### config.mk
export PLATFORM = sky130hd
export DESIGN_NAME = pipe_stage_skid_flat
export DESIGN_NICKNAME = d
export VERILOG_FILES = /design/src/rtl/pipe_stage_skid_if.sv /design/src/rtl/pipe_stage_skid.sv /design/src/flat_wrapper.sv
export SDC_FILE = /design/constraint.sdc
export NUM_CORES = 1
export LEC_CHECK = 0
export CAP_MARGIN = 20
export CORE_MARGIN = 3
export CORE_UTILIZATION = 25
export DETAILED_ROUTE_END_ITERATION = 7
export GPL_ROUTABILITY_DRIVEN = 0
export SYNTH_ARGS = -nofsm -noshare
export SYNTH_HDL_FRONTEND = slang
export SYNTH_SLANG_ARGS = --single-unit
### constraint.sdc
create_clock -name clk -period 2 [get_ports clk]
set_input_delay 0.3 -clock clk [delete_from_list [all_inputs] [get_ports clk]]
set_output_delay 0.3 -clock clk [all_outputs]
set_load 0.01 [all_outputs]
### src/rtl/pipe_stage_skid_if.sv
// rtl/pipe_stage_skid_if.sv - upstream/downstream handshake bundle for pipe_stage_skid
// Ports (signals):
//   in_valid/in_ready/in_data/in_ctrl     upstream side of the stage
//   out_valid/out_ready/out_data/out_ctrl downstream side of the stage
// Modports:
//   slave  - the stage itself (consumes in_*, produces out_*)
//   master - the environment around the stage (produces in_*, consumes out_*)
interface pipe_stage_skid_if #(
  parameter int DATA_W = 32,
  parameter int CTRL_W = 3
);
  logic              in_valid;
  logic              in_ready;
  logic [DATA_W-1:0] in_data;
  logic [CTRL_W-1:0] in_ctrl;
  logic              out_valid;
  logic              out_ready;
  logic [DATA_W-1:0] out_data;
  logic [CTRL_W-1:0] out_ctrl;

  modport slave (
    input  in_valid, in_data, in_ctrl, out_ready,
    output in_ready, out_valid, out_data, out_ctrl
  );

  modport master (
    output in_valid, in_data, in_ctrl, out_ready,
    input  in_ready, out_valid, out_data, out_ctrl
  );
endinterface

### src/rtl/pipe_stage_skid.sv
// rtl/pipe_stage_skid.sv - valid/ready pipeline stage register with flush and optional skid entry
// Ports:
//   clk        rising-edge clock
//   rst_n      asynchronous active-low reset
//   bus        handshake bundle (slave view): in_* from upstream, out_* to downstream
//   flush      synchronous kill of every held entry
//   occupancy  number of held entries (0..2, at most 1 when SKID=0)
module pipe_stage_skid #(
  parameter int                DATA_W   = 32,
  parameter int                CTRL_W   = 3,
  parameter logic [CTRL_W-1:0] CTRL_RST = 3'b010,
  parameter int                SKID     = 1
) (
  input  logic                 clk,
  input  logic                 rst_n,
  pipe_stage_skid_if.slave     bus,
  input  logic                 flush,
  output logic [1:0]           occupancy
);

  // State value equals the number of held entries.
  typedef enum logic [1:0] {
    ST_EMPTY = 2'd0,
    ST_ONE   = 2'd1,
    ST_TWO   = 2'd2
  } state_t;

  state_t            state_q, state_d;
  logic [DATA_W-1:0] main_data_q, main_data_d;
  logic [CTRL_W-1:0] main_ctrl_q, main_ctrl_d;
  logic [DATA_W-1:0] skid_data_q, skid_data_d;
  logic [CTRL_W-1:0] skid_ctrl_q, skid_ctrl_d;

  logic in_ready_c;
  logic out_valid_c;
  logic acc;
  logic deq;

  // State register.
  always_ff @(posedge clk or negedge rst_n) begin
    if (!rst_n) begin
      state_q     <= ST_EMPTY;
      main_data_q <= '0;
      main_ctrl_q <= CTRL_RST;
      skid_data_q <= '0;
      skid_ctrl_q <= CTRL_RST;
    end else begin
      state_q     <= state_d;
      main_data_q <= main_data_d;
      main_ctrl_q <= main_ctrl_d;
      skid_data_q <= skid_data_d;
      skid_ctrl_q <= skid_ctrl_d;
    end
  end

  // Next-state logic. The main entry is forced to the bubble value whenever
  // it empties, so the outputs can drive straight from the flops.
  always_comb begin
    state_d     = state_q;
    main_data_d = main_data_q;
    main_ctrl_d = main_ctrl_q;
    skid_data_d = skid_data_q;
    skid_ctrl_d = skid_ctrl_q;
    acc         = bus.in_valid & in_ready_c;
    deq         = out_valid_c & bus.out_ready;

    if (flush) begin
      // An item accepted this cycle is dropped; upstream still sees it taken.
      state_d     = ST_EMPTY;
      main_data_d = '0;
      main_ctrl_d = CTRL_RST;
      skid_data_d = '0;
      skid_ctrl_d = CTRL_RST;
    end else begin
      case (state_q)
        ST_EMPTY: begin
          if (acc) begin
            state_d     = ST_ONE;
            main_data_d = bus.in_data;
            main_ctrl_d = bus.in_ctrl;
          end
        end
        ST_ONE: begin
          if (acc && deq) begin
            main_data_d = bus.in_data;
            main_ctrl_d = bus.in_ctrl;
          end else if (acc) begin
            // Only reachable with a skid entry: without one, in_ready
            // follows out_ready, so a full stage cannot accept without deq.
            if (SKID != 0) begin
              state_d     = ST_TWO;
              skid_data_d = bus.in_data;
              skid_ctrl_d = bus.in_ctrl;
            end else begin
              main_data_d = bus.in_data;
              main_ctrl_d = bus.in_ctrl;
            end
          end else if (deq) begin
            state_d     = ST_EMPTY;
            main_data_d = '0;
            main_ctrl_d = CTRL_RST;
          end
        end
        ST_TWO: begin
          if (deq) begin
            state_d     = ST_ONE;
            main_data_d = skid_data_q;
            main_ctrl_d = skid_ctrl_q;
            skid_data_d = '0;
            skid_ctrl_d = CTRL_RST;
          end
        end
        default: begin
          state_d     = ST_EMPTY;
          main_data_d = '0;
          main_ctrl_d = CTRL_RST;
          skid_data_d = '0;
          skid_ctrl_d = CTRL_RST;
        end
      endcase
    end
  end

  // Output decode. With a skid entry, in_ready comes from the state flops
  // only, breaking the combinational out_ready -> in_ready chain.
  always_comb begin
    out_valid_c = (state_q != ST_EMPTY);
    if (SKID != 0) begin
      in_ready_c = (state_q != ST_TWO);
    end else begin
      in_ready_c = ~out_valid_c | bus.out_ready;
    end
  end

  assign bus.in_ready  = in_ready_c;
  assign bus.out_valid = out_valid_c;
  assign bus.out_data  = main_data_q;
  assign bus.out_ctrl  = main_ctrl_q;
  assign occupancy     = state_q;

endmodule

### src/flat_wrapper.sv
// flat-port wrapper written by rule: the top's interface ports become plain ports
module pipe_stage_skid_flat 
#(
  parameter int                DATA_W   = 32,
  parameter int                CTRL_W   = 3,
  parameter logic [CTRL_W-1:0] CTRL_RST = 3'b010,
  parameter int                SKID     = 1
)
  (clk, rst_n, flush, occupancy, bus_in_valid, bus_in_data, bus_in_ctrl, bus_out_ready, bus_in_ready, bus_out_valid, bus_out_data, bus_out_ctrl);
  pipe_stage_skid_if #(.DATA_W(DATA_W), .CTRL_W(CTRL_W)) bus_i ();
  input  logic clk;
  input  logic rst_n;
  input  logic flush;
  output logic [1:0] occupancy;
  input wire logic [$bits(bus_i.in_valid)-1:0] bus_in_valid;
  input wire logic [$bits(bus_i.in_data)-1:0] bus_in_data;
  input wire logic [$bits(bus_i.in_ctrl)-1:0] bus_in_ctrl;
  input wire logic [$bits(bus_i.out_ready)-1:0] bus_out_ready;
  output wire logic [$bits(bus_i.in_ready)-1:0] bus_in_ready;
  output wire logic [$bits(bus_i.out_valid)-1:0] bus_out_valid;
  output wire logic [$bits(bus_i.out_data)-1:0] bus_out_data;
  output wire logic [$bits(bus_i.out_ctrl)-1:0] bus_out_ctrl;
  assign bus_i.in_valid = bus_in_valid;
  assign bus_i.in_data = bus_in_data;
  assign bus_i.in_ctrl = bus_in_ctrl;
  assign bus_i.out_ready = bus_out_ready;
  assign bus_in_ready = bus_i.in_ready;
  assign bus_out_valid = bus_i.out_valid;
  assign bus_out_data = bus_i.out_data;
  assign bus_out_ctrl = bus_i.out_ctrl;
  pipe_stage_skid #(.DATA_W(DATA_W), .CTRL_W(CTRL_W), .CTRL_RST(CTRL_RST), .SKID(SKID)) u_core (.clk(clk), .rst_n(rst_n), .bus(bus_i), .flush(flush), .occupancy(occupancy));
endmodule
==> results.sh, run 1 <==
export IMPL_status="completed"
export IMPL_stdcell_area_sq_mm=0.00511
export IMPL_cts_sinks=72
export IMPL_place_ws_ps=164
export IMPL_vias_per_cell=4.53
export IMPL_drc_errors=0
export IMPL_clk_latency_ps=330
export IMPL_seqPwrFrac_pct=40.7
export IMPL_power_density_mw_per_mm2=778
export IMPL_htree_levels=3
export IMPL_die_x_microns=128
export IMPL_drt_first_pass_iters=4
export IMPL_fin_crit_sh_pct=96.1
export IMPL_numPortBuffers=78
export IMPL_die_y_microns=128
export IMPL_die_area_sq_mm=0.0164
export IMPL_final_common_cell="clkdlybuf4s50_1"
export IMPL_core_sq_mm=0.0142
export IMPL_sw_frac_of_total_pct=25.1
export IMPL_max_freq_ghz=0.520
export IMPL_place_area_sq_mm=0.00480
export IMPL_clk_pin_slew_ps=50
export IMPL_start_kind="register"
export IMPL_drive_above_1_share_pct=10.3
export IMPL_wl_microns=9400
export IMPL_ir_drop_mv=0.354
export IMPL_crit_slowest_cell="clkdlybuf4s50_1"
export IMPL_antenna_cells=0
export IMPL_p_leak_uw=0.00211
export IMPL_wl_per_cell_microns=15.7
export IMPL_antenna_found_initial=0
export IMPL_worst_hold_slack_ps=466
export IMPL_overflow=0
export IMPL_grt_pass1_wl_microns=15700
export IMPL_gr_usage_met2_pct=19.8
export IMPL_initial_core_util_pct=26.2
export IMPL_ant_nets=0
export IMPL_report_final_slew_viol_count=0
export IMPL_skew_ps=2.97
export IMPL_clock_path_buffers=2
export IMPL_yosysWarnings=0
export IMPL_pin_count=79
export IMPL_crit_arrival_ps=1620
export IMPL_end_kind="output port"
export IMPL_area_growth_pct=37.4
export IMPL_yosys_top_cells_area="dfrtp_1 47%, mux2i_1 19%, a22o_1 8.0%, o2bb2ai_1 8.0%, nand2_1 3.9%"
export IMPL_grt_pass1_vias=2973
export IMPL_setup_viol=0
export IMPL_post_cts_resized=0
export IMPL_worst_slack_ps=78.5
export IMPL_synthDistinctLibCells=26
export IMPL_worstPathMaxFanout=9
export IMPL_finalPower_uw=3970
export IMPL_mostFrequentLayoutCells="77 x clkdlybuf4s50_1, 69 x mux2i_1, 68 x dfrtp_1"
export IMPL_path_cells="or2_2 > clkdlybuf4s50_1"
export IMPL_std_cell_rows=43
export IMPL_p_comb_share_pct=18.6
export IMPL_timing_hold_violations_final=0
export IMPL_met3_usage_pct=4.38
export IMPL_hold_path_class="in -> async"
export IMPL_syn_area_per_cell_sq_um=11.2
export IMPL_worst_pin_slew_ps=469
export IMPL_synth_top_area_share_pct=47.1
export IMPL_dp_hpwl_microns=6540
export IMPL_cts_root_buf="clkbuf_16"
export IMPL_max_stage_delay_ps=510
export IMPL_gr_usage_met1_pct=15.7
export IMPL_cts_made_buffers=9
export IMPL_grt_total_usage_pct=12.2
export IMPL_drt_iter0_drc=88
export IMPL_yosys_register_bits=72
export IMPL_netSwitchingPower_uw=997
export IMPL_grt_max_degree=41
export IMPL_synth_fp_nets=372
export IMPL_fin_tns_setup_ps=0
export IMPL_ys_seq_area_share_pct=48.5
export IMPL_maxSlewHeadroom_pct=68.7
export IMPL_synthesis_area_sq_mm=0.00372
export IMPL_synthCells=332
export IMPL_cts_tree="yes"
export IMPL_cp_data_required_time_ps=1700
export IMPL_vias=2708
export IMPL_busiest_layer="met2"
export IMPL_synth_top_area_cell="dfrtp_1"
export IMPL_internal_power_uw=2980
export IMPL_cap_violations=0
export IMPL_post_route_min_period_ps=1920
export IMPL_fillers=1452
export IMPL_nets=453
export IMPL_path_class="reg -> out"
export IMPL_power_frac_clock_pct=40.7
export IMPL_rsz0062_at_grt="false"
==> area by class of cell <==
| type | instances | area, sq um | area share [%] |
|---|---|---|---|
| clock buffers | 13 | 260 | 5.09 |
| flip-flops and latches | 72 | 1810 | 35.4 |
| multi-input cells | 198 | 1610 | 31.6 |
| clock inverters | 3 | 40.0 | 0.784 |
| well taps | 180 | 225 | 4.41 |
| inverters | 36 | 135 | 2.65 |
| repair buffers | 96 | 1030 | 20.1 |
==> kinds of logic after synthesis <==
family / synth area share [%]
AO/OA/AOI/OAI: 18.5
flip-flops: 48.5
multiplexers: 18.6
buffers and inverters: 8.35
AND/OR/NAND/NOR: 6.03
==> cell usage after synthesis <==
cell type  number
dfstp_2         2
nor2_2          2
a211oi_1        1
a21oi_4         1
o31ai_4         1
nor2b_1         2
a21o_1          1
nor4_1          1
buf_2          11
clkbuf_1        4
or2_2           1
dfrtp_1        70
nand2b_1        2
nor2_4          1
o2bb2ai_1      34
nand2_1        39
a22o_1         34
mux2i_1        69
buf_4           5
buf_6           6
inv_1          36
a22oi_1         1
nor2_1          2
o22a_1          2
a21oi_1         3
or2_4           1
==> routing by layer <==
| layer | share of wire [%] | vias up |
|---|---|---|
| met3 | 5.4 | 7 |
| met2 | 48 | 56 |
| li1 | - | 1332 |
| met1 | 46 | 1313 |
| met5 | 0 | - |
| met4 | 0.99 | 0 |
==> final timing paths <==
kind                                                   startpoint                                 end  slack, ps  cells past startpoint
worst min register to register  u_core.skid_ctrl_q[1]$_DFFE_PN1P_   u_core.skid_ctrl_q[1]$_DFFE_PN1P_        490                      2
min in group clk                u_core.skid_ctrl_q[1]$_DFFE_PN1P_   u_core.skid_ctrl_q[1]$_DFFE_PN1P_        490                      2
worst min-delay path                                        rst_n  u_core.skid_data_q[13]$_DFFE_PN0P_        470                      2
worst max register to register    u_core.occupancy[0]$_DFFE_PN0P_  u_core.skid_data_q[25]$_DFFE_PN0P_        410                      5
worst max-delay path              u_core.occupancy[0]$_DFFE_PN0P_                       bus_out_valid         80                      2
max in group asynchronous                                   rst_n  u_core.skid_data_q[28]$_DFFE_PN0P_        960                      3
==> stage by stage <==
stage	cells	util [%]
6_report	598	36.0
3_5_place_dp	581	33.8
4_1_cts	598	36.0
5_1_grt	598	36.0
3_3_place_gp	581	33.8
2_1_floorplan	332	-
==> worst max-delay path, delay by kind of cell (launching register included) <==
family | cells | cell delay (ps)
buffers and inverters | 1 | 510
DFF | 1 | 460
and+or+nand+nor | 1 | 320
==> power by group through the flow <==
stage,sequential [uW],clock (uW),combinational [uW]
2_1_floorplan,1660,0,342
3_3_place_gp,1640,0,740
3_5_place_dp,1640,0,752
4_1_cts,1620,1670,757
5_1_grt,1630,1730,811
6_report,1620,1620,739
==> sequential cells by signal (all words and copies together), names as in the netlist <==
| signal | cells |
|---|---|
| u_core.bus.out_ctrl | 3 |
| u_core.skid_data_q | 32 |
| u_core.bus.out_data | 32 |
| u_core.occupancy | 2 |
| u_core.skid_ctrl_q | 3 |
==> what timing repair did <==
item,CTS,global route
hold endpoints to repair,30,0
hold buffers,1,0
setup buffers,0,0
Power figures use the tool's default switching activity.
==> inputs of run 2 (changes only) <==
Settings changed: SLEW_MARGIN set to 40.
==> results of run 2 <==
No change in the layout: final DEF, timing and power equal those of run 1.
